**src/rtl/burst_pi_filter.sv**
```systemverilog
// rtl/burst_pi_filter.sv - burst-gated PI loop filter driving the colour-burst NCO offset
// Optional lock detector is built when BURST_PI_LOCK_DET_EN is defined.
module burst_pi_filter #(
    parameter int ERR_W       = 12,
    parameter int ACC_W       = 32,
    parameter int OUT_W       = 32,
    parameter int CNT_W       = 7,
    parameter int MIN_SAMPLES = 8,
    parameter int INT_LIMIT   = 2**24,
    parameter int LOCK_THRESH = 64,
    parameter int LOCK_LINES  = 16
) (
    input  logic             clk,
    input  logic             rst,
    input  logic             burst_active,
    input  logic [ERR_W-1:0] error_in,
    input  logic [4:0]       kp_shift,
    input  logic [4:0]       ki_shift,
    input  logic             freeze,
    output logic [OUT_W-1:0] offset_out,
    output logic             offset_valid,
    output logic             runt_burst,
    output logic             locked
);

    localparam logic [CNT_W-1:0]        CNT_MAX = {CNT_W{1'b1}};
    localparam logic [CNT_W-1:0]        MIN_CNT = CNT_W'(MIN_SAMPLES);
    localparam logic signed [ACC_W:0]   LIM_POS = (ACC_W+1)'(INT_LIMIT);
    localparam logic signed [ACC_W:0]   LIM_NEG = -LIM_POS;

    logic signed [ACC_W-1:0] acc;
    logic signed [ACC_W-1:0] cap_err;
    logic signed [ACC_W-1:0] integ;
    logic signed [ACC_W-1:0] err_ext;
    logic signed [ACC_W-1:0] p_term;
    logic signed [ACC_W-1:0] i_term;
    logic signed [ACC_W-1:0] int_next;
    logic signed [ACC_W:0]   int_sum;
    logic signed [ACC_W:0]   out_sum;
    logic [ACC_W-OUT_W+1:0]  out_hi;
    logic [OUT_W-1:0]        out_sat;
    logic [CNT_W-1:0]        cnt;
    logic                    upd;

    always_comb begin
        err_ext = ACC_W'($signed(error_in));
        p_term  = cap_err >>> kp_shift;
        i_term  = integ >>> ki_shift;
        // One guard bit so the clamp sees the true sum before it could wrap
        int_sum = (ACC_W+1)'(integ) + (ACC_W+1)'(cap_err);
        if (int_sum > LIM_POS) begin
            int_next = LIM_POS[ACC_W-1:0];
        end else if (int_sum < LIM_NEG) begin
            int_next = LIM_NEG[ACC_W-1:0];
        end else begin
            int_next = int_sum[ACC_W-1:0];
        end
        out_sum = (ACC_W+1)'(p_term) + (ACC_W+1)'(i_term);
        // Fits in OUT_W only if every bit above the output sign bit matches it
        out_hi  = out_sum[ACC_W:OUT_W-1];
        if ((&out_hi) || !(|out_hi)) begin
            out_sat = out_sum[OUT_W-1:0];
        end else if (out_sum[ACC_W]) begin
            out_sat = {1'b1, {(OUT_W-1){1'b0}}};
        end else begin
            out_sat = {1'b0, {(OUT_W-1){1'b1}}};
        end
    end

    always_ff @(posedge clk) begin
        if (rst) begin
            acc          <= '0;
            cnt          <= '0;
            cap_err      <= '0;
            upd          <= 1'b0;
            integ        <= '0;
            offset_out   <= '0;
            offset_valid <= 1'b0;
            runt_burst   <= 1'b0;
        end else begin
            offset_valid <= 1'b0;
            runt_burst   <= 1'b0;
            upd          <= 1'b0;
            if (burst_active) begin
                if (cnt != CNT_MAX) begin
                    acc <= acc + err_ext;
                    cnt <= cnt + CNT_W'(1);
                end
            end else if (cnt != '0) begin
                if (cnt >= MIN_CNT) begin
                    cap_err <= acc;
                    upd     <= 1'b1;
                end else begin
                    runt_burst <= 1'b1;
                end
                acc <= '0;
                cnt <= '0;
            end
            if (upd) begin
                if (!freeze) begin
                    integ <= int_next;
                end
                offset_out   <= out_sat;
                offset_valid <= 1'b1;
            end
        end
    end

`ifdef BURST_PI_LOCK_DET_EN
    localparam int                  SW         = $clog2(LOCK_LINES + 1);
    localparam logic [SW-1:0]       STREAK_MAX = SW'(LOCK_LINES);
    localparam logic [ACC_W:0]      THRESH     = (ACC_W+1)'(LOCK_THRESH);

    logic [SW-1:0]         streak;
    logic [SW-1:0]         streak_next;
    logic signed [ACC_W:0] cap_ext;
    logic [ACC_W:0]        cap_mag;

    always_comb begin
        cap_ext     = (ACC_W+1)'(cap_err);
        cap_mag     = cap_err[ACC_W-1] ? -cap_ext : cap_ext;
        streak_next = (streak == STREAK_MAX) ? streak : streak + SW'(1);
    end

    always_ff @(posedge clk) begin
        if (rst) begin
            streak <= '0;
            locked <= 1'b0;
        end else if (upd) begin
            if (cap_mag < THRESH) begin
                streak <= streak_next;
                if (streak_next == STREAK_MAX) begin
                    locked <= 1'b1;
                end
            end else begin
                streak <= '0;
                locked <= 1'b0;
            end
        end
    end
`else
    assign locked = 1'b0;
`endif

endmodule

```
**config.mk**
```make
export PLATFORM = sky130hd
export DESIGN_NAME = burst_pi_filter
export DESIGN_NICKNAME = d
export VERILOG_FILES = /design/src/rtl/burst_pi_filter.sv
export SDC_FILE = /design/constraint.sdc
export NUM_CORES = 1
export LEC_CHECK = 0
export BUFFER_PORTS_ARGS = -buffer_cell sky130_fd_sc_hd__buf_4
export CORE_MARGIN = 2
export CORE_UTILIZATION = 25
export CTS_CLUSTER_SIZE = 30
export DETAILED_ROUTE_END_ITERATION = 6
export PLACE_DENSITY = 0.42
export SLEW_MARGIN = 20
export SYNTH_ARGS = -nofsm -noshare
export SYNTH_HDL_FRONTEND = slang
export SYNTH_SLANG_ARGS = --single-unit
```
**constraint.sdc**
```tcl
create_clock -name clk -period 5.29 [get_ports clk]
set_input_delay 0.529 -clock clk [delete_from_list [all_inputs] [get_ports clk]]
set_output_delay 0.529 -clock clk [all_outputs]
set_load 0.01 [all_outputs]
```
==> run summary, run 1 <==
instance count of the mapped netlist: 1721
Pleak: 6.52 nW
H-tree depth: 4
I/O Buffers: 59
CP required: 5.66 ns
CP peak stage delay: 0.52 ns
Layout area overhead: 18.6%
CTS clk-pin slew, worst paths: 0.07 ns
worst hold path class: primary input to flip-flop
RSZ-0062 raised after global routing: false
FILL cells: 5647
initial antenna violation count: 0
Clock Root Buffer: clkbuf_16
number of antenna cells inserted: 0
total power: 3.14 mW
pre-CTS WS: -0.220 ns
f_max: 202 MHz
clock sinks: 138
cts hold-fix bufs: 0
Top Family by Delay on Critical Path: compound AO/OA/AOI/OAI gates
crit-path cells: buf_4 > buf_4 > mux2_2 > o21ai_0 > mux2i_1 > mux4_2 > ha_1 > and3_1 > a31oi_1 > nand2_1 > a41oi_1 > o31ai_2 > o221ai_1 > o311ai_2 > mux2i_1 > a2111o_1 > maj3_1 > a211oi_1
Post-Route Utilization: 0.300
CTS buffer count: 17
Final nets: 1938
ys flop type: dfxtp_1
share of layout cells above drive strength 1: 0.183
height of the die: 235 microns
DR iter-0 viols: 948
Slew @ Worst Pin: 1.04 ns
Final Wtd Congestion: 0.888
ratio of final minimum period to clock period: 0.934
Pins Over Slew Limit: 0
Avg Vias per Cell: 5.31
Finish-stage setup viols: 0
maximum fanout along the worst path: 12
Crit-path slowest cell: mux4_2
DR DRC count: 0
postcts setup bufs: 0
fraction of registers with async set/reset: 0
GR Overflow Total: 0
post-synthesis cell type count: 79
minimum clock period: 4.94 ns
Hold Vio Cnt, Final: 0
hold path start: burst_active
setup ws final: 0.348 ns
synthesized flop and latch total: 138
critical path class: primary input to flip-flop
CP startpoint kind: primary input
HPWL Detailed: 37400 microns
Rows: 84
Initial Util: 0.253
Layout Skew: 0.0138 ns
Reg2Reg Depth: 16
detailed-router iteration count before antenna repair: 5
reg2reg start: cap_err[21]$_SDFFE_PP0P_
die width: 235 microns
IO Pins: 61
largest net degree at the start of global routing: 71
Worst R2R End: offset_out[29]$_SDFFE_PP0P_
net count after synthesis: 1846
number of global-route vias before repair: 12400
Pwr Density: 199 nW/um^2
Mean Syn Cell Area: 7.74 sq um
Core ar.: 52700 sq um
Worst-Skew Late Latency: 0.47 ns
routed vias: 13300
Yosys warning count: 0
Routed WL: 47000 microns
max_cap viols: 0
crit path buf inv count: 2
post-CTS sizing: 0
register area share after synthesis: 0.207
Max clock buf depth: 2
Post-Syn Area: 13300 sq um
VDD IR-drop max: 0.239 mV
max_slew headroom: 0.309
critical path arrival: 5.32 ns
GRT Total Usage: 0.167
DR WL/cell: 18.7 microns
FF-to-FF setup slack: 0.36 ns
Post-synth EDFFs: 0
crit end category: flip-flop
Hold Crit Endpoint: cnt[6]$_SDFFE_PP0P_
status: finished, final reports clean
first-pass GRT wire length: 73000 microns
Worst Hold Depth: 3
antenna-violating nets left: 0
CTS tree: done
die area: 55100 sq um
[per-stage QoR]
| stage | hold WS [ns] | setup TNS [ns] | cells | instance area [sq um] |
|---|---|---|---|---|
| 3_3_place_gp | 0.465 | -0.882 | 2482 | 15200 |
| 4_1_cts | 0.330 | 0 | 2514 | 15800 |
| 2_1_floorplan | 0.442 | -0.00555 | 1721 | 13300 |
| 3_5_place_dp | 0.470 | -3.26 | 2482 | 15200 |
| 5_1_grt | 0.365 | 0 | 2514 | 15800 |
| 6_report | 0.359 | 0 | 2514 | 15800 |
[sequential cells by signal, indices dropped and copies added, names as in the netlist]
register and cells:
cnt 7, offset_valid 1, acc 32, cap_err 32, offset_out 32, upd 1, runt_burst 1, integ 32
[routing by layer]
layer / global-route usage / vias to the layer above / share of wire
li1: - / 6646 / -
met5: 0 / - / 0
met1: 0.226 / 6344 / 0.48
met4: 0.0504 / 0 / 0.026
met3: 0.0258 / 53 / 0.033
met2: 0.273 / 306 / 0.46
[worst max-delay path by stage]
stage	from	endpoint	slack, ns	cells after the start
2_1_floorplan	ki_shift[0]	offset_out[16]$_SDFFE_PP0P_	-0.006	23
3_3_place_gp	ki_shift[1]	offset_out[25]$_SDFFE_PP0P_	-0.1	18
3_5_place_dp	ki_shift[1]	offset_out[29]$_SDFFE_PP0P_	-0.22	18
4_1_cts	cap_err[21]$_SDFFE_PP0P_	offset_out[29]$_SDFFE_PP0P_	0.21	16
5_1_grt	integ[30]$_SDFFE_PP0P_	offset_out[25]$_SDFFE_PP0P_	0.04	19
6_report	ki_shift[1]	offset_out[29]$_SDFFE_PP0P_	0.35	18
[logic make-up (layout without fill, tap and decap cells)]
group	count (synthesis)	in the layout	share of synthesized area
fa+ha+maj	101	101	0.0962
other cells	1	1	0.000282
compound gates	614	614	0.300
xor+xnor	75	75	0.0493
flops	138	138	0.207
buf+inv	154	259	0.0445
mux	133	133	0.130
simple gates	505	505	0.172
[synth_stat cells, types with 6 or more instances]
| library cell | count | area share |
|---|---|---|
| nor2_1 | 133 | 0.037 |
| a21o_1 | 34 | 0.019 |
| o21ai_0 | 146 | 0.055 |
| a2111oi_0 | 7 | 0.0046 |
| and3_1 | 18 | 0.0085 |
| xnor2_1 | 44 | 0.029 |
| nand2_1 | 197 | 0.056 |
| a311o_1 | 7 | 0.0053 |
| mux4_2 | 28 | 0.047 |
| nand4_1 | 10 | 0.0047 |
| o21a_1 | 22 | 0.012 |
| xor2_1 | 31 | 0.020 |
| or3_1 | 8 | 0.0038 |
| nor4_1 | 8 | 0.0038 |
| ha_1 | 96 | 0.090 |
| inv_1 | 40 | 0.011 |
| a211oi_1 | 25 | 0.014 |
| o21bai_1 | 17 | 0.0096 |
| mux2_2 | 37 | 0.031 |
| clkbuf_1 | 94 | 0.026 |
| and2_1 | 6 | 0.0028 |
| nand3_1 | 42 | 0.016 |
| mux2i_1 | 68 | 0.051 |
| dfxtp_1 | 138 | 0.21 |
| a22o_1 | 8 | 0.0053 |
| a31oi_1 | 16 | 0.0075 |
| o221a_2 | 29 | 0.025 |
| nor3_1 | 23 | 0.0086 |
| a32o_1 | 17 | 0.013 |
| o31ai_1 | 14 | 0.0079 |
| buf_1 | 15 | 0.0042 |
| nand2b_1 | 20 | 0.0094 |
| nor2b_1 | 17 | 0.0080 |
| a21oi_1 | 211 | 0.079 |
[worst min-delay path, cell delays in order]
cell     delay [ns]
buf_4          0.13
a21oi_1        0.06
nor2_1         0.07
[cell usage in the layout, fill, tap and decap left out, drive strengths merged, types with 20 or more instances in the layout]
cell	instances
nor3	23
nand2	197
buf	184
a21oi	211
dfxtp	138
a211oi	27
nand2b	20
nor2	133
mux2	37
o221a	29
inv	50
ha	96
nand3	42
mux4	28
o21a	22
o21ai	147
xor2	31
mux2i	68
xnor2	44
a21o	34
[where the power goes]
| group | switching [mW] | internal [mW] | total, mW |
|---|---|---|---|
| Sequential | 0.0312 | 1.07 | 1.10 |
| Clock | 0.574 | 0.665 | 1.24 |
| Combinational | 0.455 | 0.347 | 0.802 |
[cell type report]
class / instances / area [sq um] / area share
multi-input cells: 1429 / 9970 / 0.631
repair buffers: 184 / 1460 / 0.0922
well taps: 688 / 861 / 0.0545
inverters: 43 / 161 / 0.0102
clock buffers: 17 / 425 / 0.0269
flip-flops and latches: 138 / 2760 / 0.175
clock inverters: 15 / 158 / 0.00998
No activity file was read; power rests on OpenSTA's default activity.
==> run 2: changes to the inputs <==
==> constraint.sdc (replaced) <==
create_clock -name clk -period 5.29 [get_ports clk]
set_input_delay 0.2645 -clock clk [delete_from_list [all_inputs] [get_ports clk]]
set_output_delay 0.2645 -clock clk [all_outputs]
set_load 0.01 [all_outputs]
==> run 2 against run 1 <==
Net effect:
- combinational power down 8.2%
- wire length down 3.6%
- core utilization down 1.1 points
- worst hold slack worse by 0.24 ns
- critical path type is now flip-flop to flip-flop
- highest routed layer unchanged
==> run summary, run 2 (same netlist as run 1, synthesis figures left out) <==
status: finished, final reports clean (unchanged)
share of layout cells above drive strength 1: 0.148 (was 0.183)
IO Pins: 61 (unchanged)
critical path class: flip-flop to flip-flop (was primary input to flip-flop)
Max clock buf depth: 2 (unchanged)
reg2reg start: cap_err[7]$_SDFFE_PP0P_ (was cap_err[21]$_SDFFE_PP0P_)
most frequent cells in the layout: a21oi_1, nand2_1, o21ai_0 (was a21oi_1, nand2_1, buf_4)
Routed WL: 45400 microns (was 47000 microns)
routed vias: 12800 (was 13300)
Post-Route Utilization: 0.289 (was 0.300)
Crit-path slowest cell: dfxtp_1 (was mux4_2)
postcts setup bufs: 0 (unchanged)
CTS clk-pin slew, worst paths: 0.07 ns (about the same)
f_max: 206 MHz (was 202 MHz)
hold path start: burst_active (unchanged)
Layout area overhead: 14.4% (was 18.6%)
crit path buf inv count: 1 (was 2)
GR Util met3: 0.0274 (was 0.0258)
critical path arrival: 5.23 ns (was 5.32 ns)
CTS buffer count: 17 (unchanged)
crit-path cells: mux2i_1 > mux4_2 > a21oi_1 > nor2_1 > a21oi_1 > ha_1 > a211oi_1 > o21bai_1 > o21ba_2 > a41oi_1 > o31ai_2 > o221ai_1 > o311ai_2 > buf_4 > o41ai_1 > xor2_1 > maj3_1 > a211oi_1 (was buf_4 > buf_4 > mux2_2 > o21ai_0 > mux2i_1 > mux4_2 > ha_1 > and3_1 > a31oi_1 > nand2_1 > a41oi_1 > o31ai_2 > o221ai_1 > o311ai_2 > mux2i_1 > a2111o_1 > maj3_1 > a211oi_1)
Layout Skew: 0.0112 ns (was 0.0138 ns)
worst hold path class: primary input to flip-flop (unchanged)
H-tree depth: 4 (unchanged)
DR WL/cell: 18.6 microns (was 18.7 microns)
RSZ-0062 raised after global routing: false (unchanged)
met1 usage: 0.228 (was 0.226)
ratio of final minimum period to clock period: 0.919 (was 0.934)
antenna-violating nets left: 0 (unchanged)
DR iter-0 viols: 892 (was 948)
Final nets: 1860 (was 1938)
Clock Root Buffer: clkbuf_16 (unchanged)
I/O Buffers: 59 (unchanged)
CP peak stage delay: 0.53 ns (was 0.52 ns)
Top Family by Delay on Critical Path: compound AO/OA/AOI/OAI gates (unchanged)
initial antenna violation count: 0 (unchanged)
number of global-route vias before repair: 12200 (was 12400)
CP startpoint kind: flip-flop (was primary input)
largest net degree at the start of global routing: 71 (unchanged)
multi-input logic area: 9980 sq um (was 9970 sq um)
first-pass GRT wire length: 71500 microns (was 73000 microns)
GR Overflow Total: 0 (unchanged)
minimum clock period: 4.86 ns (was 4.94 ns)
met2 Use GR: 0.254 (was 0.273)
max_cap viols: 0 (unchanged)
setup TNS: 0 ns (unchanged)
Final Wtd Congestion: 0.877 (was 0.888)
Worst-Skew Late Latency: 0.46 ns (was 0.47 ns)
GRT Total Usage: 0.162 (was 0.167)
die width: 235 microns (unchanged)
Slew @ Worst Pin: 0.962 ns (was 1.04 ns)
Pins Over Slew Limit: 0 (unchanged)
origin of the worst setup path: cap_err[7]$_SDFFE_PP0P_ (was ki_shift[1])
detailed-router iteration count before antenna repair: 5 (unchanged)
crit end category: flip-flop (unchanged)
maximum fanout along the worst path: 4 (was 12)
Avg Vias per Cell: 5.26 (was 5.31)
Hold Vio Cnt, Final: 0 (unchanged)
VDD IR-drop max: 0.238 mV (was 0.239 mV)
max_slew headroom: 0.353 (was 0.309)
Core ar.: 52700 sq um (unchanged)
HPWL Detailed: 35600 microns (was 37400 microns)
Fin Hold WS: 0.123 ns (was 0.359 ns)
CP required: 5.66 ns (about the same)
most common cell after layout, fill and taps aside: a21oi_1 (unchanged)
clock sinks: 138 (unchanged)
Rows: 84 (unchanged)
DR DRC count: 0 (unchanged)
CTS tree: done (unchanged)
Pwr Density: 209 nW/um^2 (was 199 nW/um^2)
layer with the highest usage: met2 (unchanged)
height of the die: 235 microns (unchanged)
FILL cells: 5660 (was 5647)
register area: 2760 sq um (unchanged)
die area: 55100 sq um (unchanged)
Finish-stage setup viols: 0 (unchanged)
total power: 3.18 mW (was 3.14 mW)
Initial Util: 0.253 (unchanged)
Pleak: 6.15 nW (was 6.52 nW)
[run 2: per-stage QoR]
step	instances	setup WS, ns	instance area (sq um)
final	2437	0.427	15200
after global routing	2436	0.0348	15200
after floorplan	1721	0.255	13300
after CTS	2436	0.181	15200
after detailed placement	2404	0.00674	14600
after global placement	2404	0.0425	14600
[run 2: layout make-up]
cell class	count	share of cell area
multi-input cells	1429	0.655
flip-flops and latches	138	0.181
clock inverters	15	0.0136
diodes	1	0.000164
clock buffers	17	0.0279
inverters	43	0.0106
well taps	688	0.0565
repair buffers	106	0.0547
[run 2: worst paths after layout]
path                                 end  slack, ns  cells past startpoint
max          offset_out[29]$_SDFFE_PP0P_       0.43                     18
min                  cnt[6]$_SDFFE_PP0P_       0.12                      3
max reg2reg  offset_out[29]$_SDFFE_PP0P_       0.43                     18
min reg2reg     cap_err[28]$_SDFFE_PP0P_       0.48                      2
[run 2: worst min-delay path, cell delays in order]
cell	delay, ns
buf_4	0.14
a21oi_1	0.07
nor2_1	0.07
[run 2: repair_timing]
action,4_1_cts,5_1_grt
hold endpoints to repair,0,0
hold buffers,0,0
gates resized for setup,0,4
setup endpoints to repair,0,29
[run 2: metal layers]
metal / wire (microns) / up-vias
met5: 0 / -
met4: 1060 / 0
met3: 1520 / 44
met2: 20200 / 231
met1: 22600 / 6077
li1: - / 6456
[run 2: power breakdown]
| group | internal (mW) | switching [mW] |
|---|---|---|
| Sequential | 1.07 | 0.0328 |
| Combinational | 0.305 | 0.431 |
| Clock | 0.763 | 0.576 |
| Total | 2.14 | 1.04 |
